**src/rtl/branch_control_unit.sv**
```systemverilog
// branch_control_unit: control-hazard sequencer selecting stall, predict-not-taken,
// delay-slot or 2-bit BHT/BTB dynamic prediction via Strategy.
module branch_control_unit #(
    parameter int BTB_ENTRIES = 16
) (
    input  logic        clk,
    input  logic        reset,
    input  logic [1:0]  Strategy,
    input  logic [31:0] IFPC,
    input  logic        IDIsBranch,
    input  logic        EXIsBranch,
    input  logic        EXTaken,
    input  logic [31:0] EXPC,
    input  logic [31:0] EXTarget,
    input  logic        PipeStall,
    output logic        PCHold,
    output logic        Redirect,
    output logic [31:0] RedirectPC,
    output logic        IFIDFlush,
    output logic        IDEXFlush,
    output logic [15:0] BranchCount,
    output logic [15:0] FlushCount
);
    localparam int IW = $clog2(BTB_ENTRIES);
    localparam int TW = 30 - IW;

    typedef enum logic {IDLE, HOLD} state_t;

    state_t            state_q, state_d;
    logic [1:0]        bht_q [BTB_ENTRIES];
    logic [1:0]        bht_d [BTB_ENTRIES];
    logic [TW-1:0]     btb_tag_q [BTB_ENTRIES];
    logic [TW-1:0]     btb_tag_d [BTB_ENTRIES];
    logic [31:0]       btb_tgt_q [BTB_ENTRIES];
    logic [31:0]       btb_tgt_d [BTB_ENTRIES];
    logic [BTB_ENTRIES-1:0] btb_valid_q, btb_valid_d;
    logic              id_pred_q, id_pred_d, ex_pred_q, ex_pred_d;
    logic [15:0]       branch_cnt_q, branch_cnt_d, flush_cnt_q, flush_cnt_d;
    logic [IW-1:0]     if_idx, ex_idx;
    logic [TW-1:0]     if_tag, ex_tag;
    logic              if_pred, mispredict, ex_redirect;
    logic              unused_pc_bits;

    assign if_idx         = IFPC[IW+1:2];
    assign ex_idx         = EXPC[IW+1:2];
    assign if_tag         = IFPC[31:IW+2];
    assign ex_tag         = EXPC[31:IW+2];
    assign unused_pc_bits = ^IFPC[1:0];
    assign if_pred        = btb_valid_q[if_idx] && btb_tag_q[if_idx] == if_tag && bht_q[if_idx][1];
    assign mispredict     = EXIsBranch && ex_pred_q != EXTaken;
    assign BranchCount    = branch_cnt_q;
    assign FlushCount     = flush_cnt_q;

    always_comb begin
        PCHold      = 1'b0;
        Redirect    = 1'b0;
        RedirectPC  = '0;
        IFIDFlush   = 1'b0;
        IDEXFlush   = 1'b0;
        ex_redirect = 1'b0;
        state_d     = IDLE;
        unique case (Strategy)
            2'b00: begin
                if (state_q == HOLD) begin
                    if (EXTaken) begin
                        Redirect    = 1'b1;
                        RedirectPC  = EXTarget;
                        IFIDFlush   = 1'b1;
                        ex_redirect = 1'b1;
                    end
                end else if (IDIsBranch) begin
                    PCHold    = 1'b1;
                    IFIDFlush = 1'b1;
                    state_d   = HOLD;
                end
            end
            2'b01, 2'b10: begin
                if (EXIsBranch && EXTaken) begin
                    Redirect    = 1'b1;
                    RedirectPC  = EXTarget;
                    IFIDFlush   = 1'b1;
                    IDEXFlush   = Strategy == 2'b01;
                    ex_redirect = 1'b1;
                end
            end
            default: begin
                if (mispredict) begin
                    Redirect    = 1'b1;
                    RedirectPC  = ex_pred_q ? EXPC + 32'd4 : EXTarget;
                    IFIDFlush   = 1'b1;
                    IDEXFlush   = 1'b1;
                    ex_redirect = 1'b1;
                end else if (if_pred) begin
                    Redirect   = 1'b1;
                    RedirectPC = btb_tgt_q[if_idx];
                end
            end
        endcase
        // Outputs are forced quiet for the whole reset window, not just after the edge
        if (reset) begin
            PCHold     = 1'b0;
            Redirect   = 1'b0;
            RedirectPC = '0;
            IFIDFlush  = 1'b0;
            IDEXFlush  = 1'b0;
        end
    end

    always_comb begin
        bht_d       = bht_q;
        btb_tag_d   = btb_tag_q;
        btb_tgt_d   = btb_tgt_q;
        btb_valid_d = btb_valid_q;
        id_pred_d   = 1'b0;
        ex_pred_d   = 1'b0;
        if (Strategy == 2'b11) begin
            // A mispredict flushes both in-flight slots, so both stay cleared
            if (!mispredict) begin
                ex_pred_d = PipeStall ? 1'b0 : id_pred_q;
                id_pred_d = PipeStall ? id_pred_q : if_pred;
            end
            if (EXIsBranch) begin
                bht_d[ex_idx] = EXTaken ? (bht_q[ex_idx] == 2'b11 ? 2'b11 : bht_q[ex_idx] + 2'd1)
                                        : (bht_q[ex_idx] == 2'b00 ? 2'b00 : bht_q[ex_idx] - 2'd1);
                if (EXTaken) begin
                    btb_valid_d[ex_idx] = 1'b1;
                    btb_tag_d[ex_idx]   = ex_tag;
                    btb_tgt_d[ex_idx]   = EXTarget;
                end
            end
        end
        branch_cnt_d = branch_cnt_q + {15'd0, EXIsBranch && branch_cnt_q != 16'hFFFF};
        flush_cnt_d  = flush_cnt_q + {15'd0, ex_redirect && flush_cnt_q != 16'hFFFF};
    end

    always_ff @(posedge clk or posedge reset) begin
        if (reset) begin
            state_q      <= IDLE;
            btb_valid_q  <= '0;
            id_pred_q    <= 1'b0;
            ex_pred_q    <= 1'b0;
            branch_cnt_q <= '0;
            flush_cnt_q  <= '0;
            for (int i = 0; i < BTB_ENTRIES; i++) begin
                bht_q[i]     <= 2'b01;
                btb_tag_q[i] <= '0;
                btb_tgt_q[i] <= '0;
            end
        end else begin
            state_q      <= state_d;
            btb_valid_q  <= btb_valid_d;
            id_pred_q    <= id_pred_d;
            ex_pred_q    <= ex_pred_d;
            branch_cnt_q <= branch_cnt_d;
            flush_cnt_q  <= flush_cnt_d;
            bht_q        <= bht_d;
            btb_tag_q    <= btb_tag_d;
            btb_tgt_q    <= btb_tgt_d;
        end
    end
endmodule

```
**config.mk**
```make
export PLATFORM = sky130hd
export DESIGN_NAME = branch_control_unit
export DESIGN_NICKNAME = d
export VERILOG_FILES = /design/src/rtl/branch_control_unit.sv
export SDC_FILE = /design/constraint.sdc
export NUM_CORES = 2
export LEC_CHECK = 0
export CORE_UTILIZATION = 42
export CTS_CLUSTER_SIZE = 30
export DETAILED_ROUTE_END_ITERATION = 10
export HOLD_SLACK_MARGIN = 0.02
export PLACE_DENSITY_LB_ADDON = 0.15
export SYNTH_ARGS = -nofsm -noshare
export SYNTH_HDL_FRONTEND = slang
export SYNTH_SLANG_ARGS = --single-unit
```
**constraint.sdc**
```tcl
create_clock -name clk -period 40.5 [get_ports clk]
set_input_delay 10.125 -clock clk [delete_from_list [all_inputs] [get_ports clk]]
set_output_delay 10.125 -clock clk [all_outputs]
set_load 0.02 [all_outputs]
```
==> summary.txt <==
Synthesis
  • Seq/Total Area, Yosys: 53.7%
  • Number of synthesized register bits: around 1000
  • Top FF cell, synth: dfrtp_1
  • Post-synth cell types: 55
  • Mean Syn Cell Area: 14.7 um2
  • Share of the synthesized area in the top cell type: a little over half
  • Top cells by area, synth: dfrtp_1 (53%), mux2_2 (22%), mux4_2 (13%)
  • Mapped cell area: 47200 um2
  • Async SR Flop Fraction: 100%
  • Synthesized Nets: 3324
  • Area leader, netlist: dfrtp_1
  • Gate Count Post-Synth: 3209
  • Post-synth EDFFs: 0
  • Ys Warns: 0

Clock tree
  • Clock Pin Slew Worst Setup and Hold Paths: 60 ps
  • Setup Buffers After CTS: 0
  • Worst-skew pair later-pin latency: 710 ps
  • CTS sink cnt: 1011
  • TritonCTS clock tree: built
  • H-tree depth: 3
  • CTS buffer count: 111
  • PostCTS Resize Cnt: 0
  • CTS Hold Bufs: 0
  • Clk Tree Root Cell: clkbuf_16
  • Clk buf depth: 3

Finish
  • Share of cells above drive strength 1: between 40% and 50%
  • Layout Cells excl Fill: 4828
  • Commonest non-fill, non-tap cell in the layout: dfrtp_1
  • Fillers: 9574
  • Final instance area: 53800 um2
  • Area delta synth->final: 14.0%
  • Final Core Density: 48.5%
  • Nets: ~3400
  • Register Area: 25300 um2
  • Area of the multi-input gates: a little over 20000 um2
  • Most frequent cells in the layout: dfrtp_1 (994), mux2_2 (901), mux4_2 (263)

Die
  • Ports: around 170
  • Starting Density: between 40 and 50%
  • Die H: 337 um
  • Die width: about 340 um
  • Core area: 111000 um2
  • # rows: 122
  • Die area: between 100000 and 150000 um2

Drt
  • Post-DR wirelength/cell: about 28 um
  • Vias per Instance: 5.83
  • Vias: 28147
  • Initial DRC count: between 1500 and 2000
  • DRC viols: 0
  • Drt pass-1 iters: 7
  • Total Routed Length: 136000 um
  • Post-route ant nets: 0

Worst setup path
  • Reg2reg end: FlushCount[14]
  • Critical path capture point type: output pin
  • Type of the worst setup path: input port to output pin
  • Worst Path Max Fanout: 58
  • Data arrival time of the worst path: 16570 ps
  • Startpoint Class: input port
  • R2r setup slk: 37180 ps
  • Setup crit start: IFPC[4]
  • Reg2reg path depth: 10
  • Worst Path Required: 30380 ps
  • CP endpoint: RedirectPC[5]
  • Worst r2r src: ex_pred_q

Pwr
  • Part of the power in combinational logic: a little under an eighth
  • Cell Int Power: around 0.0018 W
  • Clock Power Share: 41.4%
  • Pwr/cell area: 45.2 nW/um2
  • Switch Pwr: roughly 0.00061 W
  • Sw Ratio: roughly a quarter
  • Lkg Pwr: 25.0 nW
  • Sequential power share: 47.1%
  • Worst ir drop on vdd: around 0.034 mV

STA
  • RSZ-0062 raised after global routing: no
  • Final Cycle Share: around 66%
  • Crit path time final: 26700 ps
  • Final setup fails: 0
  • Hold violation count in the final report: 0
  • Final TNS setup: 0 ps
  • Relative slew slack: 25.6%
  • F_max: 0.0375 GHz
  • Clock Skew: 17.6 ps
  • Worst Tran Pin Value: approximately 1100 ps
  • Max-slew violation count: 0

Placement
  • Final Wtd Congestion: 0.801
  • Port Buffers: about 170
  • Cell Area, Placed: 50100 um2
  • Cell count after placement: 4624
  • Post-DP HPWL: 80600 um

Global routing
  • Total global-route track usage: between 20% and 30%
  • Largest net degree at the start of global routing: 86
  • GRT overflow: 0
  • Initial antenna violation count: 14
  • First-pass GRT wire length: 204000 um
  • Vias in the first global route: between 30000 and 40000

Outcome
  • Outcome: complete, no violations

Job
  • Max-cap violations: 0

Worst hold path
  • Hold Path Class: register to register
[power by group through the flow]
stage	clock, W	combinational (W)	sequential, W
after floorplan	0	0.000192	0.00116
after global placement	0	0.000271	0.00115
after detailed placement	0	0.000281	0.00116
after CTS	0.00103	0.000282	0.00115
after global routing	0.00107	0.000301	0.00116
final	0.00101	0.000278	0.00115
[Yosys cell counts, drive strengths merged (5+ instances only)]
library cell and n:
o21ai 93, clkbuf 209, inv 14, a21oi 16
mux4 263, nor2 57, a211oi 16, dfrtp 995
nor3 9, nand3 49, mux2 904, nor2b 6
dfstp 16, o211ai 6, and3 12, xnor2 63
nand2 152, ha 11, buf 91, o22ai 14
nand2b 25, o21a 5, xor2 29, nand4 25
mux2i 56, a22oi 29
[how the worst min path moves through the flow]
stage	from	endpoint	slack (ps)	depth (start not counted)
finish	state_q	state_q	460	1
global route	btb_valid_q[7]	btb_valid_q[7]	480	1
CTS	state_q	state_q	450	1
detailed placement	state_q	state_q	440	1
global placement	state_q	state_q	440	1
floorplan	state_q	state_q	410	1
[cell families after synthesis]
| family | count (synthesis) | share of synthesized area [%] |
|---|---|---|
| AO/OA/AOI/OAI | 200 | 2.62 |
| multiplexers | 1223 | 35.3 |
| AND/OR/NAND/NOR | 356 | 3.56 |
| buffers and inverters | 314 | 2.80 |
| XOR/XNOR | 92 | 1.71 |
| adder cells (fa/ha/maj) | 13 | 0.334 |
| flip-flops | 1011 | 53.7 |
[state kept, by name, indices dropped and copies added, names as in the netlist]
signal,cells
btb_tag_q,416
id_pred_q,1
btb_tgt_q,512
BranchCount,16
FlushCount,16
bht_q,32
ex_pred_q,1
state_q,1
btb_valid_q,16
[through the flow]
step | hold WS (ps) | worst slack (ps) | power [W]
after global placement | 442 | 13810 | 0.00142
after floorplan | 413 | 3210 | 0.00135
final | 460 | 13800 | 0.00243
after global routing | 484 | 13620 | 0.00253
after CTS | 452 | 13850 | 0.00245
after detailed placement | 443 | 13870 | 0.00144
[final cells by class]
cell class	instances	area share, %
inverter	14	0.109
sequential	1011	47.1
antenna	1	0.00465
clock buffer	169	6.20
tap	1488	3.46
multi-input combinational	1884	38.6
clock inverter	34	0.621
timing repair buffer	227	3.96
[critical path, stage by stage]
cell and delay (ps):
buf_8 460, buf_4 830, buf_4 780, mux4_2 430, mux2i_1 490, xnor2_1 120
nor4b_1 380, o2111ai_1 230, nor4_4 280, buf_4 290, nand2_2 550, o21ai_0 750
clkdlybuf4s50_1 740
[per-layer routing]
metal / GRT usage (%) / wire length (um) / part of all wire, %
met5: 0 / 137 / 0.10
met4: 6.46 / 3370 / 2.5
met3: 4.93 / 7280 / 5.4
met2: 39.5 / 65300 / 48
met1: 33.3 / 59500 / 44
Note: power is estimated with default switching activity, not from simulation.
